<file path="src/rtl/wd279x_pkg.sv">
// rtl/wd279x_pkg.sv - shared states, mark constants and sector length helper for the field parser
package wd279x_pkg;

  typedef enum logic [2:0] {
    ST_IDLE,
    ST_HUNT,
    ST_SYNC,
    ST_PAYLOAD,
    ST_CRC_HI,
    ST_CRC_LO,
    ST_CHECK1,
    ST_CHECK2
  } state_t;

  localparam logic [7:0]  MARK_A1    = 8'hA1;
  localparam logic [7:0]  MARK_ID    = 8'hFE;
  localparam logic [7:0]  MARK_DATA  = 8'hFB;
  localparam logic [7:0]  MARK_DDATA = 8'hF8;
  localparam logic [15:0] CRC_INIT   = 16'hFFFF;

  function automatic logic [10:0] sector_len(input logic [1:0] size_code);
    return 11'd128 << size_code;
  endfunction

endpackage

</file>
<file path="src/rtl/wd279x_crc.sv">
// rtl/wd279x_crc.sv - byte-wide MSB-first CRC; restarts while valid is low, latches result when valid falls
module wd279x_crc #(
  parameter int                   CRC_WIDTH = 16,
  parameter logic [CRC_WIDTH-1:0] POLYNOM   = 16'h1021,
  parameter logic [CRC_WIDTH-1:0] INIT      = '1
) (
  input  logic                 clk,
  input  logic                 reset_n,
  input  logic                 valid,
  input  logic                 we,
  input  logic [7:0]           data_in,
  output logic [CRC_WIDTH-1:0] crc
);

  logic [CRC_WIDTH-1:0] acc;
  logic                 valid_d;

  function automatic logic [CRC_WIDTH-1:0] crc_byte(input logic [CRC_WIDTH-1:0] c_in,
                                                    input logic [7:0] d);
    logic [CRC_WIDTH-1:0] c;
    c = c_in;
    for (int i = 7; i >= 0; i--) begin
      if (c[CRC_WIDTH-1] ^ d[i]) c = (c << 1) ^ POLYNOM;
      else                       c = c << 1;
    end
    return c;
  endfunction

  always_ff @(posedge clk) begin
    if (!reset_n) begin
      acc     <= INIT;
      crc     <= '0;
      valid_d <= 1'b0;
    end else begin
      valid_d <= valid;
      if (!valid) begin
        acc <= INIT;
        if (valid_d) crc <= acc;
      end else if (we) begin
        acc <= crc_byte(acc, data_in);
      end
    end
  end

endmodule

</file>
<file path="src/rtl/wd279x_field_parser.sv">
// rtl/wd279x_field_parser.sv - A1 sync / address-mark framer with ID and data field extraction and CRC check
// Optional target-ID comparator and id_match output when WD279X_ID_MATCH_EN is defined.
module wd279x_field_parser
  import wd279x_pkg::*;
#(
  parameter int SYNC_COUNT    = 3,
  parameter int MAX_SIZE_CODE = 3
) (
  input  logic       clk,
  input  logic       reset_n,
  input  logic [7:0] byte_in,
  input  logic       byte_stb,
  input  logic       mark_stb,
  input  logic       search,
  input  logic       field_sel,
  input  logic [1:0] size_code,
`ifdef WD279X_ID_MATCH_EN
  input  logic [7:0] tgt_track,
  input  logic [7:0] tgt_sector,
  input  logic [7:0] tgt_side,
  input  logic       side_cmp,
  output logic       id_match,
`endif
  output logic [7:0] id_track,
  output logic [7:0] id_side,
  output logic [7:0] id_sector,
  output logic [7:0] id_size,
  output logic [7:0] data_out,
  output logic       data_stb,
  output logic       deleted,
  output logic       field_done,
  output logic       crc_err,
  output logic       busy
);

  localparam logic [3:0] SYNC_N = SYNC_COUNT[3:0];
  localparam logic [1:0] MAX_SC = MAX_SIZE_CODE[1:0];

  state_t      state, state_d;
  logic [3:0]  cnt;
  logic [10:0] idx, last_idx;
  logic        is_data, hunt_armed, crc_err_q, crc_valid;
  logic [15:0] crc;
  logic [1:0]  size_eff;
  logic        is_a1_mark, hunt_start, mark_byte, id_mark_ok, data_mark_ok, crc_nz;

  assign size_eff     = (size_code > MAX_SC) ? MAX_SC : size_code;
  assign is_a1_mark   = byte_stb & mark_stb & (byte_in == MARK_A1);
  // First HUNT cycle is ignored so the CRC always sees valid low before a new sync run.
  assign hunt_start   = (state == ST_HUNT) & hunt_armed & is_a1_mark;
  assign mark_byte    = byte_stb & ~mark_stb & (cnt == SYNC_N);
  assign id_mark_ok   = ~field_sel & (byte_in == MARK_ID);
  assign data_mark_ok = field_sel & ((byte_in == MARK_DATA) | (byte_in == MARK_DDATA));
  assign crc_nz       = (crc != 16'h0000);
  assign crc_err      = (state == ST_CHECK2) ? crc_nz : crc_err_q;

  always_ff @(posedge clk) begin
    if (!reset_n) state <= ST_IDLE;
    else          state <= state_d;
  end

  always_comb begin
    state_d    = state;
    crc_valid  = hunt_start;
    field_done = 1'b0;
    busy       = (state != ST_IDLE);
    case (state)
      ST_SYNC, ST_PAYLOAD, ST_CRC_HI, ST_CRC_LO: crc_valid = 1'b1;
      ST_CHECK2:                                  field_done = 1'b1;
      default: ;
    endcase
    if (!search) begin
      state_d = ST_IDLE;
    end else begin
      case (state)
        ST_IDLE: state_d = ST_HUNT;
        ST_HUNT: if (hunt_start) state_d = ST_SYNC;
        ST_SYNC: begin
          if (byte_stb) begin
            if (cnt != SYNC_N) begin
              if (!is_a1_mark) state_d = ST_HUNT;
            end else if (mark_stb) begin
              if (byte_in != MARK_A1) state_d = ST_HUNT;
            end else if (id_mark_ok || data_mark_ok) begin
              state_d = ST_PAYLOAD;
            end else begin
              state_d = ST_HUNT;
            end
          end
        end
        ST_PAYLOAD: if (byte_stb && idx == last_idx) state_d = ST_CRC_HI;
        ST_CRC_HI:  if (byte_stb) state_d = ST_CRC_LO;
        ST_CRC_LO:  if (byte_stb) state_d = ST_CHECK1;
        ST_CHECK1:  state_d = ST_CHECK2;
        ST_CHECK2:  state_d = ST_HUNT;
        default:    state_d = ST_IDLE;
      endcase
    end
  end

`ifdef WD279X_ID_MATCH_EN
  logic id_match_q, id_cmp;
  assign id_cmp   = (id_track == tgt_track) & (id_sector == tgt_sector) &
                    (~side_cmp | (id_side == tgt_side)) & ~crc_nz;
  assign id_match = (state == ST_CHECK2 && !is_data) ? id_cmp : id_match_q;

  always_ff @(posedge clk) begin
    if (!reset_n)                                              id_match_q <= 1'b0;
    else if (search && state == ST_SYNC && mark_byte && id_mark_ok) id_match_q <= 1'b0;
    else if (search && state == ST_CHECK2 && !is_data)         id_match_q <= id_cmp;
  end
`endif

  always_ff @(posedge clk) begin
    if (!reset_n) begin
      cnt        <= '0;
      idx        <= '0;
      last_idx   <= '0;
      is_data    <= 1'b0;
      hunt_armed <= 1'b0;
      crc_err_q  <= 1'b0;
      id_track   <= '0;
      id_side    <= '0;
      id_sector  <= '0;
      id_size    <= '0;
      data_out   <= '0;
      data_stb   <= 1'b0;
      deleted    <= 1'b0;
    end else begin
      hunt_armed <= (state == ST_HUNT);
      data_stb   <= 1'b0;
      if (!search) begin
        cnt <= '0;
      end else begin
        case (state)
          ST_HUNT: if (hunt_start) cnt <= 4'd1;
          ST_SYNC: begin
            if (is_a1_mark && cnt != SYNC_N) cnt <= cnt + 4'd1;
            if (mark_byte) begin
              idx     <= '0;
              is_data <= field_sel;
              if (data_mark_ok) begin
                last_idx <= sector_len(size_eff) - 11'd1;
                deleted  <= (byte_in == MARK_DDATA);
              end else begin
                last_idx <= 11'd3;
              end
            end
          end
          ST_PAYLOAD: begin
            if (byte_stb) begin
              idx <= idx + 11'd1;
              if (is_data) begin
                data_out <= byte_in;
                data_stb <= 1'b1;
              end else begin
                case (idx[1:0])
                  2'd0: id_track  <= byte_in;
                  2'd1: id_side   <= byte_in;
                  2'd2: id_sector <= byte_in;
                  2'd3: id_size   <= byte_in;
                endcase
              end
            end
          end
          ST_CHECK2: crc_err_q <= crc_nz;
          default: ;
        endcase
      end
    end
  end

  wd279x_crc #(
    .CRC_WIDTH(16),
    .POLYNOM  (16'h1021),
    .INIT     (CRC_INIT)
  ) u_crc (
    .clk    (clk),
    .reset_n(reset_n),
    .valid  (crc_valid),
    .we     (byte_stb),
    .data_in(byte_in),
    .crc    (crc)
  );

endmodule

</file>
<file path="config.mk">
export PLATFORM = sky130hd
export DESIGN_NAME = wd279x_field_parser
export DESIGN_NICKNAME = d
export VERILOG_FILES = /design/src/rtl/wd279x_pkg.sv /design/src/rtl/wd279x_crc.sv /design/src/rtl/wd279x_field_parser.sv
export SDC_FILE = /design/constraint.sdc
export NUM_CORES = 1
export LEC_CHECK = 0
export BUFFER_PORTS_ARGS = -buffer_cell sky130_fd_sc_hd__buf_2
export CAP_MARGIN = 20
export CORE_MARGIN = 5
export CORE_UTILIZATION = 54
export CTS_BUF_LIST = sky130_fd_sc_hd__clkbuf_4 sky130_fd_sc_hd__clkbuf_8
export CTS_CLUSTER_SIZE = 24
export DETAILED_ROUTE_END_ITERATION = 8
export PLACE_DENSITY = 0.78
export SLEW_MARGIN = 20
export SYNTH_ARGS = -nofsm -noshare
export SYNTH_HDL_FRONTEND = slang
export SYNTH_SLANG_ARGS = --single-unit
</file>
<file path="constraint.sdc">
create_clock -name clk -period 2.18 [get_ports clk]
set_clock_uncertainty 0.1 [all_clocks]
set_input_delay 0.327 -clock clk [delete_from_list [all_inputs] [get_ports clk]]
set_output_delay 0.327 -clock clk [all_outputs]
set_load 0.01 [all_outputs]
</file>
==> summary.txt, run 1 <==
Floorplan
  • I/O pin cnt: 61
  • Core Rows: 34
  • Overall die height: 103.8 µm
  • Core area: 8636 µm²
  • Initial Utilization: 0.5507
  • DIE WIDTH: 103.8 µm
  • Die Area: 10,780 µm²

STA
  • RSZ-0062 raised after global routing: true
  • Fin Hold WS: 131.6 ps
  • Slew margin rel.: 0.6144
  • Final period utilization: 1.062
  • # setup viols final: 5
  • Final worst slack: -135.4 ps
  • Final Hold Viols: 0
  • Minimum clock period: 2315 ps
  • Worst-Margin Slew: 576.8 ps
  • Fmax achieved: 431.9 MHz
  • Fin. max-slew vios: 0

Setup path
  • Crit path DAT: 2480 ps
  • CP Cell Sequence: ha_4, or4b_4, buf_4, buf_6, a2111oi_4, buf_4, nand4_1, xor2_1, nor2_1
  • CP Class: flop to flop
  • Worst Setup Start Kind: flop
  • CP max stage delay: 480 ps
  • CP Buf/Inv Count: 3
  • Worst EP required: 2340 ps
  • Cell mode on critical path: buf_4
  • Crit end category: flop
  • Delay-heaviest family, CP: simple AND/OR/NAND/NOR gates
  • Crit Path Max Fanout: 3
  • Max stage delay cell, worst path: or4b_4

Yosys
  • Synthesized area: 4756 µm²
  • Post-synth cell types: 60
  • Register area share after synthesis: 0.4294
  • Syn nets: 582
  • Ys Warns: 0
  • Mean Syn Cell Area: 8.477 µm²
  • Largest area contributor in the netlist: dfxtp_1
  • Seq cells post-synth: 102
  • Post-synth EDFFs: 0
  • Post-synth ARST share: 0
  • Top post-synthesis cells by area: dfxtp_1 (43%), nand2_1 (6.1%), a21oi_1 (5.8%)
  • Post-Syn Instances: 561
  • Top-area cell type share of the netlist area: 0.4294
  • Dominant synthesized flop cell: dfxtp_1

Place
  • Placed Cells: 721
  • Post-DP Area: 5324 µm²
  • HPWL Detailed: 8.975 mm
  • Gpl congestion: 0.8965
  • Port buffer count: 60

Run status
  • Violated checks: negative setup slack
  • Status: complete, but fails checks

Clock network
  • CTS tree: yes
  • Root Driver: clkbuf_8
  • CTS buffer count: 9
  • H-Tree Level Count: 3
  • Clock buffer depth: 2
  • CTS Hold Bufs: 0
  • Clock sink count: 102
  • Worst-path clk slew: 110 ps
  • Worst-skew pair later-pin latency: 370 ps

Global routing
  • Total grt overflow: 0
  • Number of global-route vias before repair: 4,250
  • Gr usage total: 0.2318
  • First-pass GRT wire length: 21.07 mm
  • Initial antenna violation count: 0
  • Largest net degree at the start of global routing: 53

Drt
  • TritonRoute pass-1 iters: 5
  • Post-DR vias/cell: 6.039
  • DRC: 0
  • DRT Wirelength: 12.80 mm
  • Detailed Route Iter0 Violations: 284
  • WL/cell: 17.32 µm
  • Vias: 4,463
  • Post-DRT Antenna Nets: 0

Pwr
  • Power, Total: 3241 µW
  • Max VDD drop: 0.4106 mV
  • Cell area power density: 574.4 nW/µm²
  • Leak: 0.002212 µW

Final layout
  • Area Overhead vs Synth: 18.63%
  • Design area: 5642 µm²
  • Net count, final: 647
  • Antenna diodes: 0
  • Share of post-route cells with drive strength above 1: 0.2314
  • Finished Layout Cells: 739

Worst hold path
  • Min-Delay Path Class: primary input to flop

Job
  • MaxCap Viol Count: 0
[kinds of logic (layout without fill, tap and decap cells)]
group / Yosys count / in the layout / synth area share
simple gates: 205 / 205 / 0.2076
compound gates: 137 / 137 / 0.1907
fa+ha+maj: 5 / 5 / 0.01315
flops: 102 / 102 / 0.4294
buf+inv: 55 / 125 / 0.04920
mux: 18 / 18 / 0.03815
xor+xnor: 39 / 39 / 0.07182
[state kept, by name (all words and copies together) (netlist names), 3 cells and up]
register,flops
data_out,8
last_idx,6
id_sector,8
id_size,8
u_crc.acc,16
id_track,8
u_crc.crc,16
cnt,4
state,3
id_side,8
idx,11
[final cells by class]
class / count / area [µm²]
timing repair buffer: 96 / 599.3
multi-input combinational: 404 / 2613
tap: 108 / 135.1
sequential: 102 / 2044
clock buffer: 9 / 123.9
clock inverter: 7 / 77.57
inverter: 13 / 48.80
fill: 710 / 2994
[worst register-to-register path: cells and delay by family, from the launching register on]
kind | cells | cell delay, ps
AND/OR/NAND/NOR | 3 | 660
buffers and inverters | 3 | 450
flip-flops | 1 | 370
AO/OA/AOI/OAI | 1 | 320
XOR/XNOR | 1 | 190
adder cells (fa/ha/maj) | 1 | 130
[through the flow]
stage	util	worst slack (ps)	TNS, ps
2_1_floorplan	-	-150.6	-154.4
3_3_place_gp	0.6165	-162.8	-1133
3_5_place_dp	0.6165	-118.8	-1663
4_1_cts	0.6450	-124.1	-251.5
5_1_grt	0.6533	-200.0	-1397
6_report	0.6533	-135.4	-349.7
[cells in the mapped netlist (3+ instances only)]
master and n:
a211oi_1 3, a21oi_1 55, a31oi_1 4, buf_2 4
clkbuf_1 32, dfxtp_1 102, ha_1 5, inv_1 11
mux2i_1 17, nand2_1 77, nand3_1 43, nand4_1 4
nor2_1 40, nor3_1 9, nor4_1 7, o211ai_1 7
o21ai_0 7, o221ai_1 15, o22a_1 12, o22ai_1 15
or4_4 3, xnor2_1 28, xor2_1 11
[power breakdown]
part	switching [µW]	leakage [µW]	internal, µW	total (µW)
logic	127	0.00129	69.0	196
registers	1.32	0.000823	1860	1870
clock network	726	0.0000979	453	1180
total	855	0.00221	2390	3240
[what timing repair did]
action	in CTS	in global routing
hold endpoints to repair	0	0
resized for setup	11	11
pin swaps	1	5
buffers inserted	0	2
setup endpoints to repair	11	14
[layout by cell type, fill, tap and decap left out, types with 3 or more instances in the layout]
cell,instances
dfxtp_1,100
nand2_1,75
buf_2,60
a21oi_1,55
nand3_1,41
nor2_1,39
buf_4,33
xnor2_1,28
mux2i_1,17
o22ai_1,15
o221ai_1,15
o22a_1,12
inv_1,11
xor2_1,10
clkbuf_8,9
o211ai_1,7
o21ai_0,6
nor4_1,5
nand4_1,4
a31oi_1,4
nor3_1,4
ha_1,4
nor3_4,3
or4_4,3
a211oi_1,3
nor3_2,3
[worst paths after layout]
| check | from | end | slack [ps] | cells after the start |
|---|---|---|---|---|
| worst max-delay path | cnt[1]$_SDFFE_PN0P_ | idx[3]$_SDFFE_PN0P_ | -140 | 9 |
| worst min register to register | id_side[6]$_SDFFE_PN0P_ | id_side[6]$_SDFFE_PN0P_ | 360 | 2 |
| worst min-delay path | size_code[1] | last_idx[8]$_SDFFE_PN0P_ | 130 | 3 |
| worst max register to register | cnt[1]$_SDFFE_PN0P_ | idx[3]$_SDFFE_PN0P_ | -140 | 9 |
[routing by layer]
metal	GRT usage	vias to the layer above	wire (µm)
li1	-	2137	-
met1	0.2899	2126	5237
met2	0.4012	172	6362
met3	0.04726	28	869
met4	0.06938	0	333
met5	0	-	0
No activity file was read; power rests on OpenSTA's default activity.
==> inputs of run 2 (changes only) <==
- CELL_PAD_IN_SITES_DETAIL_PLACEMENT: unset -> 2
- CELL_PAD_IN_SITES_GLOBAL_PLACEMENT: unset -> 2
- CORE_UTILIZATION: 54 -> 32
- PLACE_DENSITY: 0.78 -> unset
- PLACE_DENSITY_LB_ADDON: unset -> 0.1
==> summary.txt, run 2 (same netlist as run 1, synthesis figures left out) <==
Clock network
  • Clock sink count: 102
  • Worst-path clk slew: 100 ps
  • H-Tree Level Count: 3
  • Root Driver: clkbuf_8
  • Worst-skew pair later-pin latency: 390 ps
  • CTS tree: yes
  • Clock buffer depth: 2
  • CTS buffer count: 9

Final layout
  • Register area: 2046 µm²
  • Share of post-route cells with drive strength above 1: 0.2640
  • Fillers: 1,631
  • Design area: 5939 µm²
  • Commonest non-fill, non-tap cell in the layout: dfxtp_1
  • Multi-input logic area: 2689 µm²
  • Most frequent cells in the layout: dfxtp_1 (99), nand2_1 (73), buf_2 (60), a21oi_1 (54), nand3_1 (42)
  • Biggest regs: u_crc.acc (16), u_crc.crc (16), idx (11)
  • Area Overhead vs Synth: 24.89%
  • Net count, final: 660
  • Antenna diodes: 0

Drt
  • Post-DR vias/cell: 5.502
  • Metal-1 WL: 7.580 mm
  • Vias: 4,556
  • TritonRoute pass-1 iters: 6
  • Post-DRT Antenna Nets: 0
  • WL/cell: 20.62 µm
  • Detailed Route Iter0 Violations: 211
  • DRC: 0
  • Metal2 WL: 8.739 mm
  • DRT Wirelength: 17.07 mm
  • Top Layer Used: met4
  • Met3 WL: 599 µm

Setup path
  • Crit end category: flop
  • CP Class: flop to flop
  • Worst Setup Start Kind: flop
  • Crit Path Max Fanout: 2
  • R2r startpoint: cnt[1]$_SDFFE_PN0P_
  • Worst EP required: 2410 ps
  • Start point of the critical path: cnt[1]$_SDFFE_PN0P_
  • Crit path DAT: 2540 ps

Pwr
  • Leak: 0.002354 µW
  • Max VDD drop: 0.3340 mV
  • Cell area power density: 550.7 nW/µm²

Global routing
  • Largest net degree at the start of global routing: 42
  • Initial antenna violation count: 0
  • Number of global-route vias before repair: 4,916
  • Gr usage total: 0.1918
  • First-pass GRT wire length: 27.12 mm
  • Total grt overflow: 0

Floorplan
  • Die Area: 17,400 µm²
  • Core area: 14,530 µm²
  • Core Rows: 44
  • Initial Utilization: 0.3272
  • Overall die height: 131.9 µm
  • DIE WIDTH: 131.9 µm
  • I/O pin cnt: 61

STA
  • Minimum clock period: 2309 ps
  • TNS Setup: -511.2 ps
  • Final period utilization: 1.059
  • # setup viols final: 12
  • RSZ-0062 raised after global routing: true
  • Final worst slack: -128.6 ps
  • Worst-Margin Slew: 489.6 ps
  • Slew margin rel.: 0.6713
  • Fin. max-slew vios: 0
  • Fmax achieved: 433.2 MHz
  • Final Hold Viols: 0

Place
  • Gpl congestion: 0.8630
  • Port buffer count: 60
  • HPWL Detailed: 11.95 mm
  • Post-DP Area: 5504 µm²

Job
  • MaxCap Viol Count: 0

Run status
  • Status: complete, but fails checks
  • Violated checks: negative setup slack

Worst hold path
  • Hold Crit Start: size_code[0]
  • Min-Delay Path Class: primary input to flop
-- run 2: changes by cell type in the layout (fill, tap and decap cells not counted), sizes merged --
cell      previous run  this run
clkinvlp             1         2
inv                 15        13
buf                 96       109
clkbuf               9        10
-- run 2: final timing paths --
path / slack, ps / to / depth (start not counted)
min: 120 / last_idx[9]$_SDFFE_PN0P_ / 3
min reg2reg: 360 / id_sector[3]$_SDFFE_PN0P_ / 2
max reg2reg: -130 / idx[10]$_SDFFE_PN0P_ / 6
max: -130 / idx[10]$_SDFFE_PN0P_ / 6
-- run 2: report_power, final --
group	internal [µW]	switching (µW)	leakage [µW]	total [µW]
sequential	1860	2.28	0.000823	1870
clock	454	730	0.0000930	1180
combinational	78.6	142	0.00144	220
-- run 2: what timing repair did --
item | 4_1_cts | 5_1_grt
endpoints found under the hold margin | 0 | 0
pin swaps | 4 | 14
setup endpoints to repair | 12 | 29
gates cloned | 0 | 0
setup buffers | 3 | 5
hold buffers | 0 | 0
gates resized for setup | 16 | 28
-- run 2: worst max-delay path, stage by stage (launching register included) --
cell and delay (ps):
dfxtp_2 370, ha_4 140, or4b_4 470, a2111o_1 420
or4_4 500, xor2_2 160, nor2_2 90
-- run 2: layout make-up --
cell class | count | share of cell area
well taps | 184 | 0.03876
multi-input cells | 404 | 0.4527
clock inverters | 6 | 0.007373
inverters | 13 | 0.008848
flip-flops and latches | 102 | 0.3444
repair buffers | 109 | 0.1247
clock buffers | 10 | 0.02317
-- run 2: metrics by stage --
step                hold slack [ps]  utilization  power (µW)  setup WS [ps]  instances
detailed placement            354.9       0.3787        2126         -128.5        805
floorplan                     334.0            -        2032         -150.6        561
CTS                           96.50       0.3981        3310         -135.5        824
global placement              345.1       0.3787        2117         -91.36        805
global route                  122.3       0.4087        3403         -166.8        828
finish                        117.1       0.4087        3271         -128.6        828
-- run 2: routing by layer --
metal / global-route usage / vias to the layer above
met5: 0 / -
met4: 0.04343 / 0
met3: 0.03817 / 10
met2: 0.3293 / 78
met1: 0.2485 / 2309
li1: - / 2159
==> inputs of run 3 (changes only) <==
- ABC_AREA: unset -> 1
- CORE_UTILIZATION: 32 -> 31
- CTS_CLUSTER_DIAMETER: unset -> 150
==> summary.txt, run 3 <==
Run status
  • Status: completed

Yosys
  • Post-Syn Instances: 652
  • Ys Warns: 0
  • Largest area contributor in the netlist: dfxtp_1
  • Post-synth EDFFs: 0
  • Post-synth ARST share: 0
  • Register area share after synthesis: 0.4308
  • Mean Syn Cell Area: 7.269 µm²
  • Seq cells post-synth: 102
  • Most frequent cells after synthesis: nand2_1 (136), dfxtp_1 (102), a21oi_1 (82)
  • Top post-synthesis cells by area: dfxtp_1 (43%), nand2_1 (11%), a21oi_1 (8.7%)
  • Dominant synthesized flop cell: dfxtp_1
  • Most instantiated library cell after synthesis: nand2_1
  • Post-synth cell types: 33
  • Top-area cell type share of the netlist area: 0.4308
  • Syn nets: 673
  • Synthesized area: 4740 µm²

Setup path
  • Crit Path Max Fanout: 6
  • Worst EP required: 1750 ps
  • FF-to-FF setup slack: 220 ps
  • Crit path DAT: 1590 ps
  • Crit end category: output pin
  • CP Class: flop to output pin
  • Worst Setup Start Kind: flop
  • R2r startpoint: state[2]$_SDFFE_PN0P_
  • Reg2Reg Depth: 7
  • Worst r2r dst: u_crc.crc[12]$_SDFFE_PN0P_

Pwr
  • Pint: 2648 µW
  • Switching pwr: 973.8 µW
  • Sw frac: 0.2688
  • Flop pwr share: 0.525
  • Clock share of power: 0.388
  • Max VDD drop: 0.2632 mV
  • Cell area power density: 658.0 nW/µm²
  • Leak: 0.002323 µW
  • Comb pwr share: 0.087

Final layout
  • Antenna diodes: 0
  • Most frequent cells in the layout: nand2_1 (136), dfxtp_1 (100), a21oi_1 (82), inv_1 (71), buf_2 (60)
  • Utilization after layout: 0.3648
  • Biggest regs: u_crc.acc (16), u_crc.crc (16), idx (11)
  • Net count, final: 734
  • Commonest non-fill, non-tap cell in the layout: nand2_1
  • Area Overhead vs Synth: 16.16%
  • Share of post-route cells with drive strength above 1: 0.1727

Clock network
  • Root Driver: clkbuf_8
  • CTS Hold Bufs: 0
  • CTS tree: yes
  • CTS buffer count: 9
  • Worst-skew pair later-pin latency: 390 ps
  • H-Tree Level Count: 3
  • Clock buffer depth: 2
  • Clock sink count: 102
  • Worst-path clk slew: 100 ps

STA
  • Fin. max-slew vios: 0
  • TNS Setup: 0 ps
  • # setup viols final: 0
  • Final Hold Viols: 0
  • Slew margin rel.: 0.6856
  • Fmax achieved: 494.7 MHz
  • Final period utilization: 0.9273
  • Worst-Margin Slew: 471.0 ps
  • Minimum clock period: 2022 ps
  • RSZ-0062 raised after global routing: false

Global routing
  • Gr usage total: 0.1812
  • First-pass GRT wire length: 26.08 mm
  • Total grt overflow: 0
  • Largest net degree at the start of global routing: 29
  • Initial antenna violation count: 0
  • Number of global-route vias before repair: 4,964

Job
  • MaxCap Viol Count: 0

Floorplan
  • Core Rows: 45
  • DIE WIDTH: 133.7 µm
  • Initial Utilization: 0.3141
  • I/O pin cnt: 61
  • Core area: 15,090 µm²
  • Die Area: 17,860 µm²
  • Overall die height: 133.7 µm

Place
  • HPWL Detailed: 11.97 mm
  • Gpl congestion: 0.7851
  • Port buffer count: 60

Worst hold path
  • WHS Endpoint: last_idx[8]$_SDFFE_PN0P_
  • Hold Crit Start: size_code[1]
  • Worst Hold Path Cells: 3
  • Min-Delay Path Class: primary input to flop

Drt
  • DRC: 0
  • Post-DR vias/cell: 5.008
  • Post-DRT Antenna Nets: 0
  • Detailed Route Iter0 Violations: 224
  • TritonRoute pass-1 iters: 4
  • Vias: 4,537
  • DRT Wirelength: 15.71 mm
  • WL/cell: 17.33 µm
-- run 3: layout make-up --
class / count / area [µm²]
clock inverters: 7 / 105.1
repair buffers: 82 / 465.4
fillers: 1838 / 9584
inverters: 76 / 285.3
multi-input cells: 442 / 2246
flip-flops and latches: 102 / 2044
well taps: 188 / 235.2
clock buffers: 9 / 123.9
-- run 3: cell families after synthesis --
group | after synthesis | synth area share
AO/OA/AOI/OAI | 145 | 0.1634
XOR/XNOR | 19 | 0.03511
adder cells (fa/ha/maj) | 5 | 0.01320
buffers and inverters | 108 | 0.09530
flip-flops | 102 | 0.4308
AND/OR/NAND/NOR | 273 | 0.2621
-- run 3: power groups by stage --
stage | Combinational [µW] | Sequential [µW] | Clock [µW]
2_1_floorplan | 200 | 1940 | 0
3_3_place_gp | 303 | 1940 | 0
3_5_place_dp | 315 | 1940 | 0
4_1_cts | 318 | 1900 | 1450
5_1_grt | 352 | 1910 | 1540
6_report | 313 | 1900 | 1410
-- run 3: stage by stage --
| step | area, µm² | std cells | power, µW | hold WS, ps | setup slack, ps |
|---|---|---|---|---|---|
| floorplan | 4740 | 652 | 2139 | 321.2 | 531.4 |
| global placement | 5274 | 890 | 2246 | 331.3 | 152.9 |
| detailed placement | 5274 | 890 | 2260 | 338.2 | 109.8 |
| CTS | 5504 | 906 | 3668 | 100.7 | 64.84 |
| global route | 5505 | 906 | 3793 | 103.2 | 26.41 |
| finish | 5505 | 906 | 3622 | 114.3 | 158.4 |
-- run 3: how the worst max path moves through the flow --
stage                                from                         end  slack, ps  cells after the start
floorplan                      byte_in[1]  u_crc.acc[11]$_SDFFE_PN1P_        530                      8
global placement    state[2]$_SDFFE_PN0P_  u_crc.crc[12]$_SDFFE_PN0P_        150                      7
CTS                 state[0]$_SDFFE_PN0P_                     crc_err         60                      6
finish              state[2]$_SDFFE_PN0P_                     crc_err        160                      6
detailed placement  state[2]$_SDFFE_PN0P_  u_crc.crc[12]$_SDFFE_PN0P_        110                      7
global route        state[2]$_SDFFE_PN0P_                     crc_err         30                      6
-- run 3: worst max-delay path: stages (launching register included) --
cell and delay (ps):
dfxtp_2 440, nand2_1 130, nor2_1 230, nand4_1 150, nand2_1 100, inv_1 40, buf_2 130
-- run 3: layer usage --
metal	global-route usage	wire [µm]	vias to the layer above
met5	0	0	-
met4	0.04686	191	0
met3	0.03814	576	14
met2	0.2960	7299	71
met1	0.2442	7639	2208
li1	-	-	2244
-- run 3: repair_timing --
item | CTS | global route
setup endpoints to repair | 1 | 1
setup buffers | 0 | 0
gates resized for setup | 1 | 1
